**src/rtl/sand_update_sequencer.sv**
```systemverilog
// ============================================================================
// Module      : sand_update_sequencer
// Description : Per-frame bottom-up sand scan over a dual-read/single-write
//               cell register file. Optional macro SAND_DIAGONAL_EN adds
//               diagonal slides when the cell below is occupied.
// Revision    : 1.0 - initial release
// ============================================================================
`default_nettype none

module sand_update_sequencer #(
    parameter int                    H_RES      = 640,
    parameter int                    V_RES      = 480,
    parameter int                    ADDR_WIDTH = 19,
    parameter int                    DATA_WIDTH = 8,
    parameter logic [DATA_WIDTH-1:0] EMPTY_CODE = 8'h00,
    parameter logic [DATA_WIDTH-1:0] SAND_CODE  = 8'h01
) (
    input  logic                  clk_i,
    input  logic                  rst_i,
    input  logic                  start_i,
    input  logic [DATA_WIDTH-1:0] read_data_1_i,
    input  logic [DATA_WIDTH-1:0] read_data_2_i,
    output logic [ADDR_WIDTH-1:0] read_address_1_o,
    output logic [ADDR_WIDTH-1:0] read_address_2_o,
    output logic                  write_en_o,
    output logic [ADDR_WIDTH-1:0] write_address_o,
    output logic [DATA_WIDTH-1:0] write_data_o,
    output logic                  busy_o,
    output logic                  done_o,
    output logic [15:0]           moves_o
);

    localparam int X_W = (H_RES > 1) ? $clog2(H_RES) : 1;
    localparam int Y_W = (V_RES > 1) ? $clog2(V_RES) : 1;

    localparam logic [X_W-1:0]        X_LAST   = X_W'(H_RES - 1);
    localparam logic [Y_W-1:0]        Y_FIRST  = Y_W'(V_RES - 2);
    localparam logic [ADDR_WIDTH-1:0] A_SRC0   = ADDR_WIDTH'((V_RES - 2) * H_RES);
    localparam logic [ADDR_WIDTH-1:0] A_BELOW0 = ADDR_WIDTH'((V_RES - 1) * H_RES);
    // From (H_RES-1, y) back to (0, y-1)
    localparam logic [ADDR_WIDTH-1:0] ROW_BACK = ADDR_WIDTH'(2 * H_RES - 1);
    localparam logic [ADDR_WIDTH-1:0] A_ONE    = ADDR_WIDTH'(1);

    localparam logic [2:0] S_IDLE   = 3'd0;
    localparam logic [2:0] S_READ   = 3'd1;
    localparam logic [2:0] S_EVAL   = 3'd2;
    localparam logic [2:0] S_WR_SRC = 3'd3;
    localparam logic [2:0] S_WR_DST = 3'd4;
    localparam logic [2:0] S_DONE   = 3'd5;
`ifdef SAND_DIAGONAL_EN
    localparam logic [2:0] S_DREAD  = 3'd6;
    localparam logic [2:0] S_DEVAL  = 3'd7;
`endif

    logic [2:0]            state_q, state_d;
    logic [X_W-1:0]        x_q, x_d;
    logic [Y_W-1:0]        y_q, y_d;
    logic [ADDR_WIDTH-1:0] src_q, src_d;
    logic [ADDR_WIDTH-1:0] below_q, below_d;
    logic [ADDR_WIDTH-1:0] dst_q, dst_d;
    logic [15:0]           count_q, count_d;
    logic [15:0]           moves_q, moves_d;
    logic                  advance;

    always_comb begin
        state_d = state_q;
        x_d     = x_q;
        y_d     = y_q;
        src_d   = src_q;
        below_d = below_q;
        dst_d   = dst_q;
        count_d = count_q;
        moves_d = moves_q;
        advance = 1'b0;

        case (state_q)
            S_IDLE: begin
                if (start_i) begin
                    x_d     = '0;
                    y_d     = Y_FIRST;
                    src_d   = A_SRC0;
                    below_d = A_BELOW0;
                    count_d = '0;
                    state_d = S_READ;
                end
            end
            S_READ: state_d = S_EVAL;
            S_EVAL: begin
                if (read_data_1_i == SAND_CODE) begin
                    if (read_data_2_i == EMPTY_CODE) begin
                        dst_d   = below_q;
                        state_d = S_WR_SRC;
                    end else begin
`ifdef SAND_DIAGONAL_EN
                        state_d = S_DREAD;
`else
                        advance = 1'b1;
`endif
                    end
                end else begin
                    advance = 1'b1;
                end
            end
`ifdef SAND_DIAGONAL_EN
            S_DREAD: state_d = S_DEVAL;
            S_DEVAL: begin
                if ((x_q != '0) && (read_data_1_i == EMPTY_CODE)) begin
                    dst_d   = below_q - A_ONE;
                    state_d = S_WR_SRC;
                end else if ((x_q != X_LAST) && (read_data_2_i == EMPTY_CODE)) begin
                    dst_d   = below_q + A_ONE;
                    state_d = S_WR_SRC;
                end else begin
                    advance = 1'b1;
                end
            end
`endif
            S_WR_SRC: state_d = S_WR_DST;
            S_WR_DST: begin
                if (count_q != 16'hFFFF) begin
                    count_d = count_q + 16'd1;
                end
                advance = 1'b1;
            end
            S_DONE: begin
                moves_d = count_q;
                state_d = S_IDLE;
            end
            default: state_d = S_IDLE;
        endcase

        if (advance) begin
            if ((x_q == X_LAST) && (y_q == '0)) begin
                state_d = S_DONE;
            end else if (x_q == X_LAST) begin
                x_d     = '0;
                y_d     = y_q - Y_W'(1);
                src_d   = src_q - ROW_BACK;
                below_d = below_q - ROW_BACK;
                state_d = S_READ;
            end else begin
                x_d     = x_q + X_W'(1);
                src_d   = src_q + A_ONE;
                below_d = below_q + A_ONE;
                state_d = S_READ;
            end
        end
    end

    always_ff @(posedge clk_i) begin
        if (rst_i) begin
            state_q <= S_IDLE;
            x_q     <= '0;
            y_q     <= '0;
            src_q   <= '0;
            below_q <= '0;
            dst_q   <= '0;
            count_q <= '0;
            moves_q <= '0;
        end else begin
            state_q <= state_d;
            x_q     <= x_d;
            y_q     <= y_d;
            src_q   <= src_d;
            below_q <= below_d;
            dst_q   <= dst_d;
            count_q <= count_d;
            moves_q <= moves_d;
        end
    end

    always_comb begin
        read_address_1_o = '0;
        read_address_2_o = '0;
        write_en_o       = 1'b0;
        write_address_o  = '0;
        write_data_o     = '0;
        case (state_q)
            S_READ, S_EVAL: begin
                read_address_1_o = src_q;
                read_address_2_o = below_q;
            end
`ifdef SAND_DIAGONAL_EN
            // Edge columns re-read the cell below rather than wrap into another row
            S_DREAD, S_DEVAL: begin
                read_address_1_o = (x_q == '0)    ? below_q : below_q - A_ONE;
                read_address_2_o = (x_q == X_LAST) ? below_q : below_q + A_ONE;
            end
`endif
            S_WR_SRC: begin
                write_en_o      = 1'b1;
                write_address_o = src_q;
                write_data_o    = EMPTY_CODE;
            end
            S_WR_DST: begin
                write_en_o      = 1'b1;
                write_address_o = dst_q;
                write_data_o    = SAND_CODE;
            end
            default: ;
        endcase
    end

    assign busy_o  = (state_q != S_IDLE);
    assign done_o  = (state_q == S_DONE);
    assign moves_o = moves_q;

endmodule

`default_nettype wire
```
**config.mk**
```make
export PLATFORM = sky130hd
export DESIGN_NAME = sand_update_sequencer
export DESIGN_NICKNAME = d
export VERILOG_FILES = /design/src/rtl/sand_update_sequencer.sv
export SDC_FILE = /design/constraint.sdc
export NUM_CORES = 1
export LEC_CHECK = 0
export ABC_CLOCK_PERIOD_IN_PS = 6050
export BUFFER_PORTS_ARGS = -buffer_cell sky130_fd_sc_hd__buf_2
export CORE_ASPECT_RATIO = 0.9
export CORE_MARGIN = 4
export CORE_UTILIZATION = 53
export DETAILED_ROUTE_END_ITERATION = 8
export GPL_ROUTABILITY_DRIVEN = 0
export PLACE_DENSITY = 0.76
export SYNTH_ARGS = -nofsm -noshare
export SYNTH_HDL_FRONTEND = slang
export SYNTH_SLANG_ARGS = --single-unit
export TNS_END_PERCENT = 30
```
**constraint.sdc**
```tcl
create_clock -name clk_i -period 6.05 [get_ports clk_i]
set_clock_uncertainty 0.2 [all_clocks]
set_input_delay 0.605 -clock clk_i [delete_from_list [all_inputs] [get_ports clk_i]]
set_output_delay 0.605 -clock clk_i [all_outputs]
set_load 0.01 [all_outputs]
```
=== Yosys cells after proc, flatten, opt, wreduce, memory -nomap -nowiden ===
Index checks and enable logic that the tools add are counted.

* Reductions and logical operators: 11
* Multiplexer cells: 37
* Add/sub/neg operators: 7
* Equality and inequality tests: 14

{| class="wikitable"
|+ Operators with widths
! operator !! count
|-
| $mux 19 || 12
|-
| $mux 10 || 5
|-
| $mux 9 || 5
|-
| $add 19x1->19 const B || 2
|-
| $pmux 19 s2 || 1
|-
| $sub 19x11->19 const B || 2
|-
| $mux 16 || 2
|-
| $pmux 16 s2 || 1
|-
| $add 16x1->16 const B || 1
|-
| $ne 16x16->1 const B || 1
|-
| $mux 3 || 5
|-
| $pmux 3 s5 || 1
|-
| $add 10x1->10 const B || 1
|-
| $eq 10x10->1 const B || 1
|-
| $logic_not 9->1 || 1
|-
| $ne 3x3->1 const B || 3
|-
| $sub 9x1->9 const B || 1
|-
| $eq 8x1->1 const B || 1
|-
| $logic_not 8->1 || 1
|-
| $eq 3x2->1 const B || 2
|-
| $eq 3x3->1 const B || 2
|-
| $ne 2x2->1 const B || 3
|-
| $reduce_and 3->1 || 2
|-
| $mux 1 || 4
|-
| other kinds (8) || 9
|}

* Input port bits: 19
* Word-level logic and storage cells: 77
* Register bits: 111

=== Longest topological paths before layout ===
Gate-level depths: netlist of run 1.

* Depth in word-level cells: 6
* Depth in mapped cells: 15

=== Worst setup path before layout of run 1 ===
OpenSTA, ideal clock, no wires.

* Kind: flip-flop to flip-flop
* Start point: register x_q[0]
* End point: register below_q[18]
* Data arrival time: 3.457 ns
* Clock period less this slack: 3.772 ns
* Stages on the path, launching flop included: 16
* Buffers on the path: 3
* Data required time: 5.735 ns
* Setup time: 0.115 ns
* Setup slack: 2.278 ns
* Path through: dfxtp_1 > ha_1 > nand3_1 > or3_1 > buf_6 > clkinv_8 > buf_6 > buf_2 > ha_1 > and3_1 > or4b_2 > o311a_1 > o21ai_1 > mux2i_1 > a21oi_1 > o21ba_2

* Cells in the longest elaborated chain, start to end: 4

{| class="wikitable"
|+ Ends and longest elaborated chain
! element !! RTL line !! source
|-
| start: declaration || 56 || <nowiki>logic [X_W-1:0] x_q, x_d;</nowiki>
|-
| start signal: assignment || 153 || <nowiki>x_q <= '0;</nowiki>
|-
| start signal: assignment || 162 || <nowiki>x_q <= x_d;</nowiki>
|-
| $eq 10x10->1 (*) || 133, 135 ||
|-
| $mux 19 / $logic_and 1x1->1 (equally long branches) || 135, 133 ||
|-
| $mux 19 (*) || 133 || <nowiki>if ((x_q == X_LAST) && (y_q == '0)) begin</nowiki>
|-
| $mux 19 (*) || 132 || <nowiki>if (advance) begin</nowiki>
|-
| end signal: assignment || 165 || <nowiki>below_q <= below_d;</nowiki>
|-
| end: declaration || 59 || <nowiki>logic [ADDR_WIDTH-1:0] below_q, below_d;</nowiki>
|}

Mark *: on every way between the ends. The rest lies on a longest branch, timed or not.
A chain may end at the register's enable or synchronous reset.

=== Final worst setup path of run 1 ===
Ends and elaborated chain as after synthesis.

==> results.yml, run 1 <==
placed_design:
  dp.cells: 952
  pre_cts_ws_ns: 2.161
  dp.final_hpwl_um: 10340
  port_buffers: 95
yosys:
  yosysWarningCount: 0
  synth.distinct_cells: 70
  avgSynthCellArea_um2: 8.057
  synthArstFlopShare_pct: 0
  ys_seq_area_share_pct: 36.48
  syn-cell-area_um2: 6091
  ys_seq_elements: 111
  synth_ff_type: "dfxtp_1"
  synth_edf_count: 0
  synthCells: 756
cts:
  postCtsSetupBuffers: 0
  cts_buffer_depth: 2
  cts_max_level: 3
  ctsHoldBuffers: 0
  cts_resized: 0
  cts_inserted_buffers: 9
  cts.sinks: 111
  clkSlewWorstSetupHoldPaths_ns: 0.08
  cts-root-buf: "clkbuf_16"
  cts_tree: "built"
  clk_latency_ns: 0.37
power:
  internal_power_mw: 1.096
  clkPwrFrac_pct: 39.5
  seqPwrFrac_pct: 50.9
  power_mw: 1.531
  swShare_pct: 28.38
  powerDensity_nw_per_um2: 223.3
  p_sw_mw: 0.4343
  p_leak_nw: 2.663
  peakVddDrop_v: 0.0001258
  combPwrFrac_pct: 9.5
worst_setup_path:
  timing.critical_path.mode_cell: "ha_1"
  path_max_fanout: 25
  endpoint_kind: "flop"
  critical_path.slowest_cell: "or4b_2"
  critPathKind: "reg2reg"
  arrival_ns: 4.07
  critPathTopFamily: "simple AND/OR/NAND/NOR gates"
  required_ns: 6.16
  cp.depth: 12
  cp_cell_sequence: "ha_1 > nand3_1 > or3_1 > clkinv_8 > ha_1 > and3_1 > or4b_2 > o311a_1 > o21ai_1 > mux2i_1 > o21ai_0 > o21ba_2"
  critPathLaunch: "x_q[0]"
  r2r_end: "below_q[18]"
  path_buf_inv: 1
  cp-start-kind: "flop"
  r2r_start: "x_q[0]"
  r2r_cells: 12
  r2r_slack_ns: 2.09
  slowest_delay_ns: 0.59
  endpoint: "below_q[18]"
timing:
  rsz0062_at_grt: "no"
  finalHoldViolations: 0
  setup_tns_ns: 0
  setup-violations-final: 0
  maxSlewHeadroom_pct: 26.03
  timing.fmax_mhz: 252.8
  final-max-slew-violation-count: 0
  finalCriticalPeriod_ns: 3.955
  post-route-period-util_pct: 65.38
  fin_ws_ns: 2.095
  worst_slew_pin_slew_ns: 1.108
die:
  dieWidth_um: 121
  die_area_um2: 13270
  core_um2: 11040
  initial_core_util_pct: 55.19
  rows: 36
  io_pins: 103
  die_h_um: 109.7
detailed_routing:
  drt_wl_total_um: 15320
  wl_per_cell_um: 15.83
  vias: 5728
  dr.pass1.iters: 8
  viasPerCell: 5.917
  ant_nets: 0
  drt_iter0_drc: 567
  drc_errors: 0
global_routing:
  grt_max_degree: 89
  grt-ovfl-total: 0
  antenna_found_initial: 0
  grt_usage_pct: 23.94
  grt_pass1_wl_um: 25630
  grt_pass1_vias: 5270
worst_hold_path:
  hold_class: "reg2reg"
layout:
  area_growth_pct: 12.51
  layout_common_cells: "dfxtp_1, buf_2, nor2_1"
  nets: 837
  layout_commonest_cell: "dfxtp_1"
  finalNonFillerCells: 968
  drive_gt1_share_pct: 17.65
  antennaDiodeCount: 0
job:
  drv_cap: 0
run_status:
  outcome: "finished clean"
[flip-flops by register name, indices dropped and copies added (netlist names)]
signal	flops
x_q	10
dst_q	19
state_q	3
y_q	9
src_q	19
below_q	19
count_q	16
moves_o	16
[worst register-to-register path, stage by stage, from the launching register on]
cell	delay [ns]
dfxtp_1	0.38
ha_1	0.22
nand3_1	0.31
or3_1	0.58
clkinv_8	0.17
ha_1	0.25
and3_1	0.20
or4b_2	0.59
o311a_1	0.15
o21ai_1	0.25
mux2i_1	0.27
o21ai_0	0.11
o21ba_2	0.25
[cell usage after synthesis, types with 4 or more instances]
master | instances | area [µm²]
nand2_1 | 69 | 259.0
a311oi_1 | 6 | 52.55
inv_1 | 9 | 33.78
or2_2 | 4 | 25.02
a22o_1 | 19 | 166.4
o21ai_0 | 26 | 130.1
xor2_1 | 13 | 113.9
nor2_1 | 90 | 337.8
and4_1 | 6 | 52.55
xnor2_1 | 20 | 175.2
clkbuf_1 | 41 | 153.9
a21oi_1 | 56 | 280.3
nor3_1 | 24 | 120.1
nand3_1 | 25 | 125.1
a211oi_1 | 15 | 112.6
mux2_2 | 5 | 56.30
buf_4 | 8 | 60.06
buf_2 | 11 | 55.05
and2_1 | 43 | 269.0
nand4_1 | 13 | 81.33
mux2i_1 | 26 | 260.3
ha_1 | 7 | 87.58
or3_1 | 13 | 81.33
dfxtp_1 | 111 | 2222
a31oi_1 | 6 | 37.54
maj3_1 | 4 | 40.04
and3_1 | 12 | 75.07
nand3b_1 | 7 | 52.55
nor4_1 | 9 | 56.30
[metrics by stage]
| stage | hold WS [ns] | area (µm²) | utilization, % |
|---|---|---|---|
| floorplan | 0.2247 | 6113 | - |
| global placement | 0.2409 | 6549 | 59.34 |
| detailed placement | 0.2459 | 6549 | 59.34 |
| CTS | 0.2586 | 6853 | 62.10 |
| global route | 0.2745 | 6853 | 62.10 |
| finish | 0.2576 | 6853 | 62.10 |
[cell type report]
| class | count | area, µm² |
|---|---|---|
| Multi-Input combinational cell | 576 | 3555 |
| Sequential cell | 111 | 2222 |
| Timing Repair Buffer | 102 | 528.0 |
| Tap cell | 152 | 190.2 |
| Clock buffer | 9 | 225.2 |
| Fill cell | 998 | 4183 |
| Inverter | 11 | 53.80 |
| Clock inverter | 7 | 78.83 |
[worst min-delay path by stage]
stage                     startpoint          to  slack (ns)  depth (start not counted)
after global routing      moves_o[0]  moves_o[0]        0.27                          2
after CTS                 moves_o[7]  moves_o[7]        0.26                          2
final                     moves_o[7]  moves_o[7]        0.26                          2
after detailed placement  moves_o[1]  moves_o[1]        0.25                          2
after floorplan               y_q[8]      y_q[8]        0.22                          1
after global placement    moves_o[5]  moves_o[5]        0.24                          2
[metal layers]
metal	share of wire [%]	vias to the layer above	track usage [%]	wire, µm
met5	0	-	0	0
met4	1.5	0	6.877	232
met3	6.0	20	5.401	914
met2	47	182	39.71	7162
met1	46	2742	31.48	7013
li1	-	2784	-	-
[power by group through the flow]
stage	combinational [mW]	sequential, mW	clock [mW]
final	0.146	0.779	0.605
after detailed placement	0.145	0.796	0
after global routing	0.163	0.783	0.651
after global placement	0.140	0.795	0
after floorplan	0.120	0.778	0
after CTS	0.146	0.778	0.621
[cell families after synthesis]
family,after synthesis,share of synthesized area (%)
flops,111,36.48
mux,32,5.444
other cells,1,0.06157
xor+xnor,33,4.745
fa+ha+maj,11,2.095
compound gates,163,18.12
buf+inv,75,5.793
simple gates,330,27.26
No activity file was read; power rests on OpenSTA's default activity.
==> run 2: changes to the inputs <==
--- a/config.mk
+++ b/config.mk
@@ -5,11 +5,11 @@
 export SDC_FILE = /design/constraint.sdc
 export NUM_CORES = 1
 export LEC_CHECK = 0
-export ABC_CLOCK_PERIOD_IN_PS = 6050
+export ABC_CLOCK_PERIOD_IN_PS = 3500
 export BUFFER_PORTS_ARGS = -buffer_cell sky130_fd_sc_hd__buf_2
 export CORE_ASPECT_RATIO = 0.9
 export CORE_MARGIN = 4
-export CORE_UTILIZATION = 53
+export CORE_UTILIZATION = 51
 export DETAILED_ROUTE_END_ITERATION = 8
 export GPL_ROUTABILITY_DRIVEN = 0
 export PLACE_DENSITY = 0.76
==> constraint.sdc (replaced) <==
create_clock -name clk_i -period 3.5 [get_ports clk_i]
set_clock_uncertainty 0.2 [all_clocks]
set_input_delay 0.35 -clock clk_i [delete_from_list [all_inputs] [get_ports clk_i]]
set_output_delay 0.35 -clock clk_i [all_outputs]
set_load 0.01 [all_outputs]
==> results.yml, run 2 (synthesized netlist as in run 1, its figures left out) <==
timing:
  finalCriticalPeriod_ns: 3.363
  final-max-slew-violation-count: 0
  timing.fmax_mhz: 297.3
  setup-violations-final: 0
  rsz0062_at_grt: "no"
  maxSlewHeadroom_pct: 21.01
  setup_tns_ns: 0
  hold_ws_ns: 0.1758
  worst_slew_pin_slew_ns: 1.176
  finalHoldViolations: 0
  post-route-period-util_pct: 96.09
detailed_routing:
  dr.pass1.iters: 5
  drc_errors: 0
  drt_iter0_drc: 492
  viasPerCell: 5.872
  wl_per_cell_um: 16.40
  drt_wl_total_um: 16060
  vias: 5749
  ant_nets: 0
worst_setup_path:
  required_ns: 3.60
  arrival_ns: 3.46
  endpoint_kind: "flop"
  cp-start-kind: "flop"
  critPathKind: "reg2reg"
  path_max_fanout: 11
cts:
  cts_tree: "built"
  ctsHoldBuffers: 0
  clkSlewWorstSetupHoldPaths_ns: 0.07
  cts_max_level: 3
  cts_resized: 0
  clk_latency_ns: 0.35
  cts-root-buf: "clkbuf_16"
  cts_inserted_buffers: 9
  postCtsSetupBuffers: 0
  cts.sinks: 111
  cts_buffer_depth: 2
layout:
  final_util_pct: 59.90
  drive_gt1_share_pct: 19.08
  layout_common_cells: "dfxtp_1, buf_2, nor2_1"
  reg.largest.list: "below_q x19, dst_q x19, src_q x19"
  area_growth_pct: 13.82
  nets: 844
  layout_commonest_cell: "dfxtp_1"
  antennaDiodeCount: 0
power:
  p_leak_nw: 2.686
  powerDensity_nw_per_um2: 375.6
  power_mw: 2.604
  peakVddDrop_v: 0.0002122
die:
  core_um2: 11570
  die_area_um2: 13760
  die_h_um: 111.7
  dieWidth_um: 123.2
  io_pins: 103
  rows: 37
  initial_core_util_pct: 52.63
placed_design:
  port_buffers: 95
  dp.final_hpwl_um: 10920
worst_hold_path:
  hold_class: "in2reg"
global_routing:
  grt_pass1_wl_um: 26480
  grt_pass1_vias: 5412
  grt_max_degree: 88
  antenna_found_initial: 0
  grt-ovfl-total: 0
  grt_usage_pct: 23.37
run_status:
  outcome: "finished clean"
job:
  drv_cap: 0
## run 2: area by class of cell
cell class                 count  area (µm²)
inverter                      11       53.80
clock inverter                 5       41.29
clock buffer                  11       242.7
sequential                   111        2223
tap                          156       195.2
fill                        1047        4641
multi-input combinational    576        3596
timing repair buffer         109       580.6
## run 2: metal layers
metal	track usage, %	wire length (µm)
met1	31.56	7243
met2	38.73	7642
met3	4.418	1024
met4	5.166	149
met5	0	0
## run 2: path summary, 6_finish.rpt
check,to,slack (ns),start,depth (start not counted)
min reg2reg,moves_o[7],0.26,moves_o[7],2
max reg2reg,below_q[18],0.14,x_q[7],11
max,below_q[18],0.14,x_q[7],11
min,state_q[0],0.18,start_i,3
## run 2: where the power goes
part	leakage (nW)	switching (mW)	total [mW]	internal (mW)
clock	0.132	0.479	0.987	0.508
combinational	1.65	0.171	0.263	0.0922
sequential	0.900	0.0601	1.35	1.29
## run 2: per-stage QoR
stage / worst slack [ns] / instances / area (µm²)
4_1_cts: 0.1456 / 979 / 6933
3_5_place_dp: 0.1731 / 963 / 6649
5_1_grt: 0.003268 / 979 / 6933
6_report: 0.1369 / 979 / 6933
3_3_place_gp: 0.2471 / 963 / 6649
2_1_floorplan: -0.01866 / 762 / 6176
## run 2: worst max-delay path, stage by stage, from the launching register on
cell,delay (ns)
dfxtp_2,0.34
or3b_1,0.38
or3_1,0.51
clkinv_8,0.13
ha_4,0.17
and3_4,0.19
or4b_4,0.45
o311a_1,0.15
o21ai_2,0.19
mux2i_1,0.24
o21ai_0,0.11
o21ba_2,0.25
